$ cat src/rtl/lms_dac_serializer.sv
// lms_dac_serializer
//   Output stage of the LMS adaptive filter. Each 16-bit signed sample strobed in
//   is converted to offset binary, prefixed with an 8-bit DAC control word, and
//   shifted MSB first to an external serial DAC as a 24-bit SPI-style frame.
//   A one-deep pending buffer holds a sample that arrives while a frame is in
//   flight. A newer sample replaces an older pending one, and each such overrun
//   is reported as a pulse and counted.
//
// Ports
//   clk_i           in   1   system clock, rising edge
//   rst_n_i         in   1   asynchronous active-low reset
//   sample_i        in   16  signed sample (two's complement)
//   sample_valid_i  in   1   one-cycle strobe qualifying sample_i
//   dac_sclk_o      out  1   serial clock, idle low, DAC samples on rising edge
//   dac_sync_n_o    out  1   frame select, active low
//   dac_din_o       out  1   serial data, MSB first
//   busy_o          out  1   high whenever a frame is being started/sent/closed
//   overrun_o       out  1   high in the cycle a pending sample is overwritten
//   overrun_cnt_o   out  8   saturating overrun count since reset
module lms_dac_serializer #(
    parameter int          CLK_DIV   = 1,
    parameter logic [7:0]  CTRL_WORD = 8'h00
) (
    input  logic               clk_i,
    input  logic               rst_n_i,
    input  logic signed [15:0] sample_i,
    input  logic               sample_valid_i,
    output logic               dac_sclk_o,
    output logic               dac_sync_n_o,
    output logic               dac_din_o,
    output logic               busy_o,
    output logic               overrun_o,
    output logic [7:0]         overrun_cnt_o
);

    localparam int              PW         = (CLK_DIV > 1) ? $clog2(CLK_DIV) : 1;
    localparam logic [PW-1:0]   PHASE_LAST = PW'(CLK_DIV - 1);

    typedef enum logic [1:0] {
        IDLE  = 2'd0,
        START = 2'd1,
        SHIFT = 2'd2,
        STOP  = 2'd3
    } state_t;

    // Offset-binary conversion: flipping the sign bit maps -32768..32767 onto 0..65535.
    function automatic logic [23:0] build_frame(input logic signed [15:0] s);
        return {CTRL_WORD, ~s[15], s[14:0]};
    endfunction

    function automatic logic [7:0] sat_inc(input logic [7:0] c);
        return (c == 8'hFF) ? c : c + 8'd1;
    endfunction

    // Control state (asynchronously reset)
    state_t          state_q, state_d;
    logic [PW-1:0]   phase_q, phase_d;
    logic            low_q,   low_d;     // 0: SCLK high half of a bit, 1: low half
    logic [4:0]      bit_q,   bit_d;
    logic            pend_q,  pend_d;
    logic [7:0]      cnt_q,   cnt_d;

    // Data path (no reset needed; outputs are gated by state)
    logic [23:0]        shreg_q, shreg_d;
    logic signed [15:0] pdata_q, pdata_d;

    logic phase_end;
    logic stop_end;
    logic overrun;

    assign phase_end = (phase_q == PHASE_LAST);
    assign stop_end  = (state_q == STOP) && phase_end;

    always_comb begin
        state_d = state_q;
        phase_d = phase_q;
        low_d   = low_q;
        bit_d   = bit_q;
        pend_d  = pend_q;
        cnt_d   = cnt_q;
        shreg_d = shreg_q;
        pdata_d = pdata_q;
        overrun = 1'b0;

        case (state_q)
            IDLE: begin
                phase_d = '0;
                if (sample_valid_i) begin
                    shreg_d = build_frame(sample_i);
                    state_d = START;
                end
            end
            START: begin
                if (phase_end) begin
                    phase_d = '0;
                    low_d   = 1'b0;
                    bit_d   = 5'd23;
                    state_d = SHIFT;
                end else begin
                    phase_d = phase_q + 1'b1;
                end
            end
            SHIFT: begin
                if (phase_end) begin
                    phase_d = '0;
                    if (!low_q) begin
                        // Falling SCLK edge: present the next bit for the next rise.
                        low_d   = 1'b1;
                        shreg_d = {shreg_q[22:0], 1'b0};
                    end else begin
                        low_d = 1'b0;
                        if (bit_q == 5'd0) begin
                            state_d = STOP;
                        end else begin
                            bit_d = bit_q - 5'd1;
                        end
                    end
                end else begin
                    phase_d = phase_q + 1'b1;
                end
            end
            STOP: begin
                if (phase_end) begin
                    phase_d = '0;
                    if (pend_q) begin
                        // Older pending sample goes first; a simultaneous strobe
                        // takes its place in the buffer without counting as overrun.
                        shreg_d = build_frame(pdata_q);
                        state_d = START;
                        pend_d  = sample_valid_i;
                        if (sample_valid_i) begin
                            pdata_d = sample_i;
                        end
                    end else if (sample_valid_i) begin
                        shreg_d = build_frame(sample_i);
                        state_d = START;
                    end else begin
                        state_d = IDLE;
                    end
                end else begin
                    phase_d = phase_q + 1'b1;
                end
            end
            default: state_d = IDLE;
        endcase

        // Buffer strobes that arrive mid-frame; newest sample wins.
        if ((state_q != IDLE) && !stop_end && sample_valid_i) begin
            pdata_d = sample_i;
            pend_d  = 1'b1;
            if (pend_q) begin
                overrun = 1'b1;
                cnt_d   = sat_inc(cnt_q);
            end
        end
    end

    always_ff @(posedge clk_i or negedge rst_n_i) begin
        if (!rst_n_i) begin
            state_q <= IDLE;
            phase_q <= '0;
            low_q   <= 1'b0;
            bit_q   <= 5'd0;
            pend_q  <= 1'b0;
            cnt_q   <= 8'd0;
        end else begin
            state_q <= state_d;
            phase_q <= phase_d;
            low_q   <= low_d;
            bit_q   <= bit_d;
            pend_q  <= pend_d;
            cnt_q   <= cnt_d;
        end
    end

    always_ff @(posedge clk_i) begin
        shreg_q <= shreg_d;
        pdata_q <= pdata_d;
    end

    // Outputs decode directly from state so an asynchronous reset idles them at once.
    assign busy_o        = (state_q != IDLE);
    assign dac_sync_n_o  = !((state_q == START) || (state_q == SHIFT));
    assign dac_sclk_o    = (state_q == SHIFT) && !low_q;
    assign dac_din_o     = ((state_q == START) || (state_q == SHIFT)) ? shreg_q[23] : 1'b0;
    assign overrun_o     = overrun;
    assign overrun_cnt_o = cnt_q;

endmodule

$ cat config.mk
export PLATFORM = sky130hd
export DESIGN_NAME = lms_dac_serializer
export DESIGN_NICKNAME = d
export VERILOG_FILES = /design/src/rtl/lms_dac_serializer.sv
export SDC_FILE = /design/constraint.sdc
export NUM_CORES = 1
export LEC_CHECK = 0
export ABC_AREA = 1
export BUFFER_PORTS_ARGS = -buffer_cell sky130_fd_sc_hd__buf_2
export CAP_MARGIN = 20
export CORE_ASPECT_RATIO = 1.75
export CORE_MARGIN = 2
export CORE_UTILIZATION = 45
export CTS_BUF_LIST = sky130_fd_sc_hd__clkbuf_8 sky130_fd_sc_hd__clkbuf_16
export CTS_CLUSTER_SIZE = 24
export DETAILED_ROUTE_END_ITERATION = 12
export PLACE_DENSITY_LB_ADDON = 0.3
export SYNTH_ARGS = -nofsm -noshare
export SYNTH_HDL_FRONTEND = slang
export SYNTH_SLANG_ARGS = --single-unit
$ cat constraint.sdc
create_clock -name clk_i -period 3.2 [get_ports clk_i]
set_input_delay 0.48 -clock clk_i [delete_from_list [all_inputs] [get_ports clk_i]]
set_output_delay 0.48 -clock clk_i [all_outputs]
set_load 0.01 [all_outputs]
==> results.sh, run 1 <==
export IMPL_hold_viol=0
export IMPL_finClkSkew_ns=0.00846
export IMPL_ys_top_cells_by_area="edfxtp_1 42%, dfrtp_1 15%, nand2_1 12%"
export IMPL_drive_gt1_share_pct=22.1
export IMPL_pre_cts_ws_ns=1.01
export IMPL_drt_drc_violations_left=0
export IMPL_async_reset_ff_share_pct=29.8
export IMPL_dp_hpwl_mm=4.11
export IMPL_cts_resized_gates=0
export IMPL_portBuffers=31
export IMPL_place_inst=399
export IMPL_outcome="finished clean"
export IMPL_grt_pass1_vias=2096
export IMPL_clk_latency_ns=0.34
export IMPL_nFillCells=578
export IMPL_grt_pass1_wl_mm=9.77
export IMPL_synth_top_area_share_pct=41.7
export IMPL_setup_viol=0
export IMPL_synth_most_common_cell="nand2_1"
export IMPL_final_nets=356
export IMPL_netlist_area_sq_um=2880
export IMPL_area_growth_pct=13.0
export IMPL_synth_cell_types=34
export IMPL_cts_hold_buffers=0
export IMPL_tritoncts="done"
export IMPL_synthTopCellsByCount="95 x nand2_1, 40 x edfxtp_1, 22 x inv_1, 22 x nand3_1, 19 x o21ai_0"
export IMPL_vias=2102
export IMPL_maxSlewHeadroom_pct=68.3
export IMPL_min_path_type="in -> async"
export IMPL_initial_core_util_pct=46.6
export IMPL_crit_type="reg -> out"
export IMPL_grt_max_degree=26
export IMPL_wl_per_cell_um=13.8
export IMPL_num_rows=38
export IMPL_leakage_nw=1.41
export IMPL_drv_cap=0
export IMPL_routed_via_density=5.07
export IMPL_syn_mean_instance_area_sq_um=9.79
export IMPL_critPathArrivalTime_ns=1.76
export IMPL_place_gp_congestion=0.807
export IMPL_ant_nets=0
export IMPL_grt_setup_unrepaired="false"
export IMPL_drtPass1Iterations=4
export IMPL_slew_viol_final=0
export IMPL_cts_buffer_depth=2
export IMPL_grt_util_all_layers_pct=18.6
export IMPL_ys_seq_area_share_pct=56.5
export IMPL_max_freq_ghz=0.446
export IMPL_cts_made_buffers=9
export IMPL_fin_tns_setup_ns=0
export IMPL_cts_sinks=57
export IMPL_drt_wl_total_mm=5.74
export IMPL_cts_max_level=3
export IMPL_clock_root_buffer="clkbuf_8"
export IMPL_layoutNonFillerInstCount=415
export IMPL_overflow=0
export IMPL_die_w_um=64.5
export IMPL_antenna_found_initial=0
export IMPL_fin_crit_sh_pct=70.0
export IMPL_core_area_sq_um=6180
export IMPL_io_pins=32
export IMPL_ys_flop_type="edfxtp_1"
export IMPL_worst_slack_ns=0.960
export IMPL_syn_num_nets=320
export IMPL_worstReg2RegStart="state_q[0]$_DFFE_PN0P_"
export IMPL_whs_ns=0.0735
export IMPL_cp_max_fo=11
export IMPL_critPathRequiredTime_ns=2.72
export IMPL_synth_edff_count=40
export IMPL_drt_iter0_markers=107
export IMPL_die_h_um=110
export IMPL_cp_end_kind="output port"
export IMPL_die_area_sq_um=7080
export IMPL_cp_start_kind="flop"
export IMPL_tightest_slew_ns=0.474
export IMPL_crit_start="state_q[0]$_DFFE_PN0P_"
export IMPL_syn_inst=294
export IMPL_yosys_area_top_type="edfxtp_1"
export IMPL_antenna_cells=0
export IMPL_synth_warnings=0
export IMPL_peakVddDrop_mv=0.807
export IMPL_finalCriticalPeriod_ns=2.24
export IMPL_clk_pin_slew_worst_paths_ns=0.06
export IMPL_ys_ff_latch=57
export IMPL_p_per_area_nw_per_um2=1020
export IMPL_postCtsSetupRepairBufs=0
-- critical path: stages, from the launching register on --
cell     delay (ns)
dfrtp_1        0.42
inv_1          0.14
ha_1           0.44
nand2_1        0.22
inv_1          0.09
buf_2          0.12
-- flip-flops by register name, summed over array words and instances, names as in the netlist --
signal	flops
shreg_q	24
pdata_q	16
overrun_cnt_o	8
bit_q	5
state_q	2
low_q	1
pend_q	1
-- cell type report --
cell class | instances | area (sq um) | area share, %
Clock buffer | 9 | 124 | 3.81
Clock inverter | 7 | 31.3 | 0.961
Inverter | 26 | 97.6 | 3.00
Multi-Input combinational cell | 201 | 1090 | 33.5
Sequential cell | 57 | 1630 | 50.0
Tap cell | 80 | 100 | 3.08
Timing Repair Buffer | 35 | 185 | 5.69
-- layer usage --
metal  vias to the layer above  GRT usage (%)  share of wire, %
li1                       1060              -                 -
met1                       984           20.2                41
met4                         0           9.57               2.2
met3                        11           5.02               4.1
met2                        47           32.7                53
met5                         -              0                 0
-- cell families after synthesis --
| logic type | after synthesis | share of synthesized area (%) |
|---|---|---|
| fa+ha+maj | 7 | 3.04 |
| simple gates | 146 | 22.4 |
| mux | 2 | 0.695 |
| compound gates | 41 | 10.1 |
| flops | 57 | 56.5 |
| xor+xnor | 5 | 1.52 |
| buf+inv | 36 | 5.78 |
-- through the flow --
step / area, sq um / utilization (%) / power [mW]
after floorplan: 2880 / - / 2.44
after global routing: 3250 / 52.7 / 3.62
after global placement: 3100 / 50.1 / 2.79
after detailed placement: 3100 / 50.1 / 2.83
after CTS: 3250 / 52.7 / 3.38
final: 3250 / 52.7 / 3.33
-- cells in the final DEF, fill, tap and decap left out, drive strengths merged, types with 2 or more instances in the layout --
cell    instances
edfxtp         40
o31ai           2
o211ai         13
ha              7
xor2            2
nand4           2
dfrtp          17
nor2            9
buf            35
or2            11
o21bai          2
nand2          99
clkbuf          9
nand3          23
xnor2           3
o21ai          21
mux2i           2
inv            29
clkinv          3
a21oi           2
-- final timing paths --
check,slack (ns),cells after the start,end
max in group asynchronous,2.83,1,low_q$_DFFE_PN0N_
min in group clk_i,0.33,1,pdata_q[9]$_DFFE_PP_
worst min-delay path,0.07,1,bit_q[0]$_DFFE_PN0P_
worst max-delay path,0.96,5,dac_sclk_o
worst min register to register,0.53,2,bit_q[4]$_DFFE_PN0P_
worst max register to register,1.06,8,shreg_q[15]$_DFFE_PP_
-- report_power, final --
part           switching [mW]  internal [mW]  total, mW
clock network           0.266          0.265      0.531
logic                   0.872          0.456       1.33
registers               0.186           1.29       1.47
total                    1.32           2.01       3.33
(Power assumes the default switching activity.)
==> inputs of run 2 (changes only) <==
- clock period: 3.2 -> 2.2 ns (I/O delays scaled with it)
==> run 2 against run 1 <==
- global-route usage fell by 0.26 points
- combinational power rose by 53%
- sequential power rose by 46%
- clock skew fell by 0.0010 ns
- via count rose by 2.0%
- count of clock-buffer cells in the layout rose by 3
- non-clock buffer count rose by 5
- design area rose by 3.1%
- largest cell class unchanged
- largest power group unchanged
==> results.sh, run 2 (same netlist as run 1, synthesis figures left out) <==
export IMPL_core_area_sq_um=6180
export IMPL_drt_drc_violations_left=0
export IMPL_final_cell_area_sq_um=3360
export IMPL_drv_cap=0
export IMPL_antenna_cells=0
export IMPL_fin_crit_sh_pct=92.8
export IMPL_grt_setup_unrepaired="false"
export IMPL_grt_pass1_wl_mm=9.59
export IMPL_slew_viol_final=0
export IMPL_crit_chain="inv_1 > ha_1 > nand2_2 > nor2_4 > buf_2"
export IMPL_clk_pin_slew_worst_paths_ns=0.07
export IMPL_die_w_um=64.5
export IMPL_worstReg2RegStart="state_q[0]$_DFFE_PN0P_"
export IMPL_maxSlewHeadroom_pct=73.9
export IMPL_cts_sinks=57
export IMPL_place_gp_congestion=0.793
export IMPL_initial_core_util_pct=46.6
export IMPL_cp_start_kind="flop"
export IMPL_p_per_area_nw_per_um2=1530
export IMPL_num_rows=38
export IMPL_wl_per_cell_um=14.0
export IMPL_max_freq_ghz=0.490
export IMPL_crit_family="flip-flops"
export IMPL_worst_slack_ns=0.158
export IMPL_final_nets=361
export IMPL_layout_common_cells="95 x nand2_1, 40 x edfxtp_1, 31 x buf_2"
export IMPL_clock_root_buffer="clkbuf_8"
export IMPL_hold_viol=0
export IMPL_drt_iter0_markers=96
export IMPL_ant_nets=0
export IMPL_io_pins=32
export IMPL_die_area_sq_um=7080
export IMPL_hp_start="sample_i[10]"
export IMPL_grt_max_degree=26
export IMPL_pre_cts_ws_ns=0.442
export IMPL_cpPeakStageDelay_ns=0.41
export IMPL_setup_viol=0
export IMPL_cts_max_level=3
export IMPL_crit_end="overrun_o"
export IMPL_cp_max_fo=6
export IMPL_drive_gt1_share_pct=24.7
export IMPL_r2r_cells=5
export IMPL_crit_type="reg -> out"
export IMPL_area_growth_pct=16.6
export IMPL_place_inst=403
export IMPL_clk_latency_ns=0.34
export IMPL_finClkSkew_ns=0.00745
export IMPL_grt_util_all_layers_pct=18.3
export IMPL_die_h_um=110
export IMPL_timing_rr_end="pdata_q[4]$_DFFE_PP_"
export IMPL_drt_wl_total_mm=5.90
export IMPL_grt_pass1_vias=2118
export IMPL_tritoncts="done"
export IMPL_layoutNonFillerInstCount=420
export IMPL_top_register="shreg_q"
export IMPL_tightest_slew_ns=0.391
export IMPL_crit_buf_inv=2
export IMPL_critPathArrivalTime_ns=1.71
export IMPL_postCtsSetupRepairBufs=0
export IMPL_cts_made_buffers=9
export IMPL_final_util_pct=54.3
export IMPL_peakVddDrop_mv=0.707
export IMPL_r2r_slack_ns=0.44
export IMPL_crit_path_top_delay_cell="dfrtp_1"
export IMPL_critPathRequiredTime_ns=1.87
export IMPL_routed_via_density=5.11
export IMPL_cts_buffer_depth=2
export IMPL_total_power_mw=5.13
export IMPL_dp_hpwl_mm=4.19
export IMPL_drtPass1Iterations=4
export IMPL_placed_cell_area_sq_um=3150
export IMPL_antenna_found_initial=0
export IMPL_cp_end_kind="output port"
export IMPL_path_depth=5
export IMPL_finalCriticalPeriod_ns=2.04
export IMPL_fin_tns_setup_ns=0
export IMPL_mostFrequentLayoutCell="nand2_1"
export IMPL_overflow=0
export IMPL_outcome="finished clean"
export IMPL_min_path_type="in -> reg"
export IMPL_largest_register_ffs=24
export IMPL_whs_ns=0.174
export IMPL_crit_start="state_q[0]$_DFFE_PN0P_"
export IMPL_portBuffers=31
export IMPL_leakage_nw=1.46
export IMPL_vias=2145
[run 2: where the power goes]
part / leakage, nW / switching [mW] / total, mW / internal, mW
sequential: 0.604 / 0.277 / 2.15 / 1.87
combinational: 0.752 / 1.29 / 2.04 / 0.750
clock: 0.107 / 0.414 / 0.949 / 0.534
[run 2: timing repair]
| action | 4_1_cts | 5_1_grt |
|---|---|---|
| resized for setup | 0 | 0 |
| hold endpoints to repair | 17 | 0 |
| hold buffers | 1 | 0 |
[run 2: layer usage]
layer,global-route usage [%],wire [um],up-vias
met3,5.73,199,8
met5,0,0,-
met2,32.9,3300,39
li1,-,-,1066
met4,8.36,89,0
met1,19.3,2310,1032
[run 2: final cells by class]
cell class                 instances  area, sq um
fill                             592         2830
sequential                        57         1630
multi-input combinational        201         1090
timing repair buffer              40          238
clock buffer                      12          176
tap                               80          100
inverter                          26         97.6
clock inverter                     4         23.8
[run 2: worst min-delay path by stage]
| stage | to | slack (ns) | cells after the start |
|---|---|---|---|
| after floorplan | bit_q[0]$_DFFE_PN0P_ | 0.03 | 0 |
| after global placement | overrun_cnt_o[0]$_DFFE_PN0P_ | 0.28 | 1 |
| after detailed placement | overrun_cnt_o[0]$_DFFE_PN0P_ | 0.28 | 1 |
| after CTS | pdata_q[10]$_DFFE_PP_ | 0.16 | 1 |
| after global routing | pdata_q[10]$_DFFE_PP_ | 0.16 | 1 |
| final | pdata_q[10]$_DFFE_PP_ | 0.17 | 1 |
==> inputs of run 3 (changes only) <==
- CORE_UTILIZATION: 45 -> 58
==> run 3 against run 2 <==
- utilization rose by 14 points
- highest routed layer unchanged
- clock power rose by 17%
- flip-flop and latch count did not move
- combinational power fell by 2%
- largest cell class unchanged
- sequential power barely moved
- hold slack got worse by 0.0016 ns
- worst setup slack got worse by 0.0018 ns
- design area fell by 0.71%
- register-to-register slack barely moved
- critical path depth did not move
- count of clock-buffer cells in the layout fell by 1
- clock skew rose by 0.0022 ns
==> results.sh, run 3 (same netlist as run 1, synthesis figures left out) <==
export IMPL_overflow=0
export IMPL_drive_gt1_share_pct=24.5
export IMPL_die_h_um=97.2
export IMPL_postCtsSetupRepairBufs=0
export IMPL_top_register="shreg_q"
export IMPL_wl_per_cell_um=15.1
export IMPL_comb_power_share_pct=37.9
export IMPL_cp_start_kind="flop"
export IMPL_die_area_sq_um=5570
export IMPL_area_growth_pct=15.7
export IMPL_leakage_nw=1.46
export IMPL_p_clk_share_pct=21.1
export IMPL_antenna_found_initial=0
export IMPL_whs_ns=0.173
export IMPL_finalCriticalPeriod_ns=2.04
export IMPL_vias=2150
export IMPL_drt_iter0_markers=107
export IMPL_p_int_mw=3.26
export IMPL_critPathArrivalTime_ns=1.71
export IMPL_clk_latency_ns=0.34
export IMPL_hold_viol=0
export IMPL_grt_util_all_layers_pct=23.7
export IMPL_max_freq_ghz=0.489
export IMPL_die_w_um=57.3
export IMPL_io_pins=32
export IMPL_cpPeakStageDelay_ns=0.41
export IMPL_mostFrequentLayoutCell="nand2_1"
export IMPL_portBuffers=31
export IMPL_drv_cap=0
export IMPL_swShare_pct=38.0
export IMPL_cp_end_kind="output port"
export IMPL_tightest_slew_ns=0.480
export IMPL_ant_nets=0
export IMPL_drt_wl_total_mm=5.94
export IMPL_layout_common_cells="95 x nand2_1, 40 x edfxtp_1, 31 x buf_2"
export IMPL_grt_setup_unrepaired="false"
export IMPL_grt_pass1_wl_mm=9.94
export IMPL_outcome="finished clean"
export IMPL_drt_drc_violations_left=0
export IMPL_cts_made_buffers=9
export IMPL_place_gp_congestion=0.806
export IMPL_core_area_sq_um=4890
export IMPL_p_sw_mw=2.00
export IMPL_crit_path_top_delay_cell="dfrtp_1"
export IMPL_cp_max_fo=6
export IMPL_antenna_cells=0
export IMPL_fin_crit_sh_pct=92.9
export IMPL_cts_resized_gates=0
export IMPL_finClkSkew_ns=0.00961
export IMPL_clock_root_buffer="clkbuf_8"
export IMPL_min_path_type="in -> reg"
export IMPL_tritoncts="done"
export IMPL_drtPass1Iterations=5
export IMPL_critPathRequiredTime_ns=1.87
export IMPL_clk_pin_slew_worst_paths_ns=0.07
export IMPL_cts_max_level=3
export IMPL_final_nets=360
export IMPL_seq_power_share_pct=41.0
export IMPL_p_per_area_nw_per_um2=1580
export IMPL_fin_tns_setup_ns=0
export IMPL_dp_hpwl_mm=4.10
export IMPL_maxSlewHeadroom_pct=68.0
export IMPL_setup_viol=0
export IMPL_routed_via_density=5.47
export IMPL_cts_sinks=57
export IMPL_crit_type="reg -> out"
export IMPL_num_rows=34
export IMPL_peakVddDrop_mv=1.45
export IMPL_crit_chain="inv_1 > ha_1 > nand2_2 > nor2_4 > buf_2"
export IMPL_grt_max_degree=26
export IMPL_grt_pass1_vias=2170
export IMPL_initial_core_util_pct=58.8
export IMPL_slew_viol_final=0
export IMPL_cts_buffer_depth=2
export IMPL_largest_register_ffs=24
export IMPL_final_util_pct=68.1
## run 3: changes by cell type in the layout (fill, tap and decap cells not counted), sizes merged
cell      change
clkbuf        -1
clkinvlp      +1
bufinv        +2
clkinv        -2
buf           -1
## run 3: final timing paths
path | cells past startpoint | start | end | slack, ns
max | 5 | state_q[0]$_DFFE_PN0P_ | overrun_o | 0.16
min | 1 | sample_i[13] | pdata_q[13]$_DFFE_PP_ | 0.17
max reg2reg | 5 | state_q[0]$_DFFE_PN0P_ | pdata_q[4]$_DFFE_PP_ | 0.44
min reg2reg | 2 | bit_q[0]$_DFFE_PN0P_ | bit_q[0]$_DFFE_PN0P_ | 0.53
max in group asynchronous | 2 | rst_n_i | overrun_cnt_o[0]$_DFFE_PN0P_ | 1.45
min in group asynchronous | 2 | rst_n_i | low_q$_DFFE_PN0N_ | 0.45
## run 3: timing repair
| action | in CTS | in global routing |
|---|---|---|
| hold buffers | 1 | 0 |
| hold endpoints to repair | 17 | 0 |
| setup endpoints to repair | 0 | 0 |
## run 3: final cells by class
type	instances	area [sq um]
clock inverters	5	77.6
flip-flops and latches	57	1630
clock buffers	11	151
inverters	26	97.6
well taps	54	67.6
multi-input cells	201	1090
fillers	396	1560
repair buffers	39	218
## run 3: power by group through the flow
stage | clock (mW) | sequential, mW | combinational, mW
2_1_floorplan | 0 | 2.11 | 1.44
3_3_place_gp | 0 | 2.15 | 1.92
3_5_place_dp | 0 | 2.17 | 1.98
4_1_cts | 1.13 | 2.16 | 2.00
5_1_grt | 1.17 | 2.21 | 2.25
6_report | 1.11 | 2.16 | 1.99
## run 3: metal layers
| metal | vias to the layer above | routed length, um | GRT usage [%] |
|---|---|---|---|
| met2 | 54 | 3170 | 39.3 |
| met4 | 0 | 157 | 13.1 |
| met1 | 1015 | 2390 | 27.7 |
| met3 | 12 | 226 | 5.33 |
| met5 | - | 0 | 0 |
| li1 | 1069 | - | - |
## run 3: through the flow
| step | setup slack [ns] | power, mW | cells | cell area [sq um] |
|---|---|---|---|---|
| final | 0.157 | 5.25 | 393 | 3330 |
| after global routing | 0.0348 | 5.63 | 393 | 3330 |
| after CTS | 0.143 | 5.28 | 393 | 3330 |
| after detailed placement | 0.458 | 4.15 | 376 | 3090 |
| after global placement | 0.505 | 4.07 | 376 | 3090 |
| after floorplan | 0.0850 | 3.55 | 294 | 2890 |
## run 3: critical path: cells and delay by family (launching register included)
kind / cells / cell delay (ns)
adder cells (fa/ha/maj): 1 / 0.40
buffers and inverters: 2 / 0.28
flip-flops: 1 / 0.41
AND/OR/NAND/NOR: 2 / 0.29
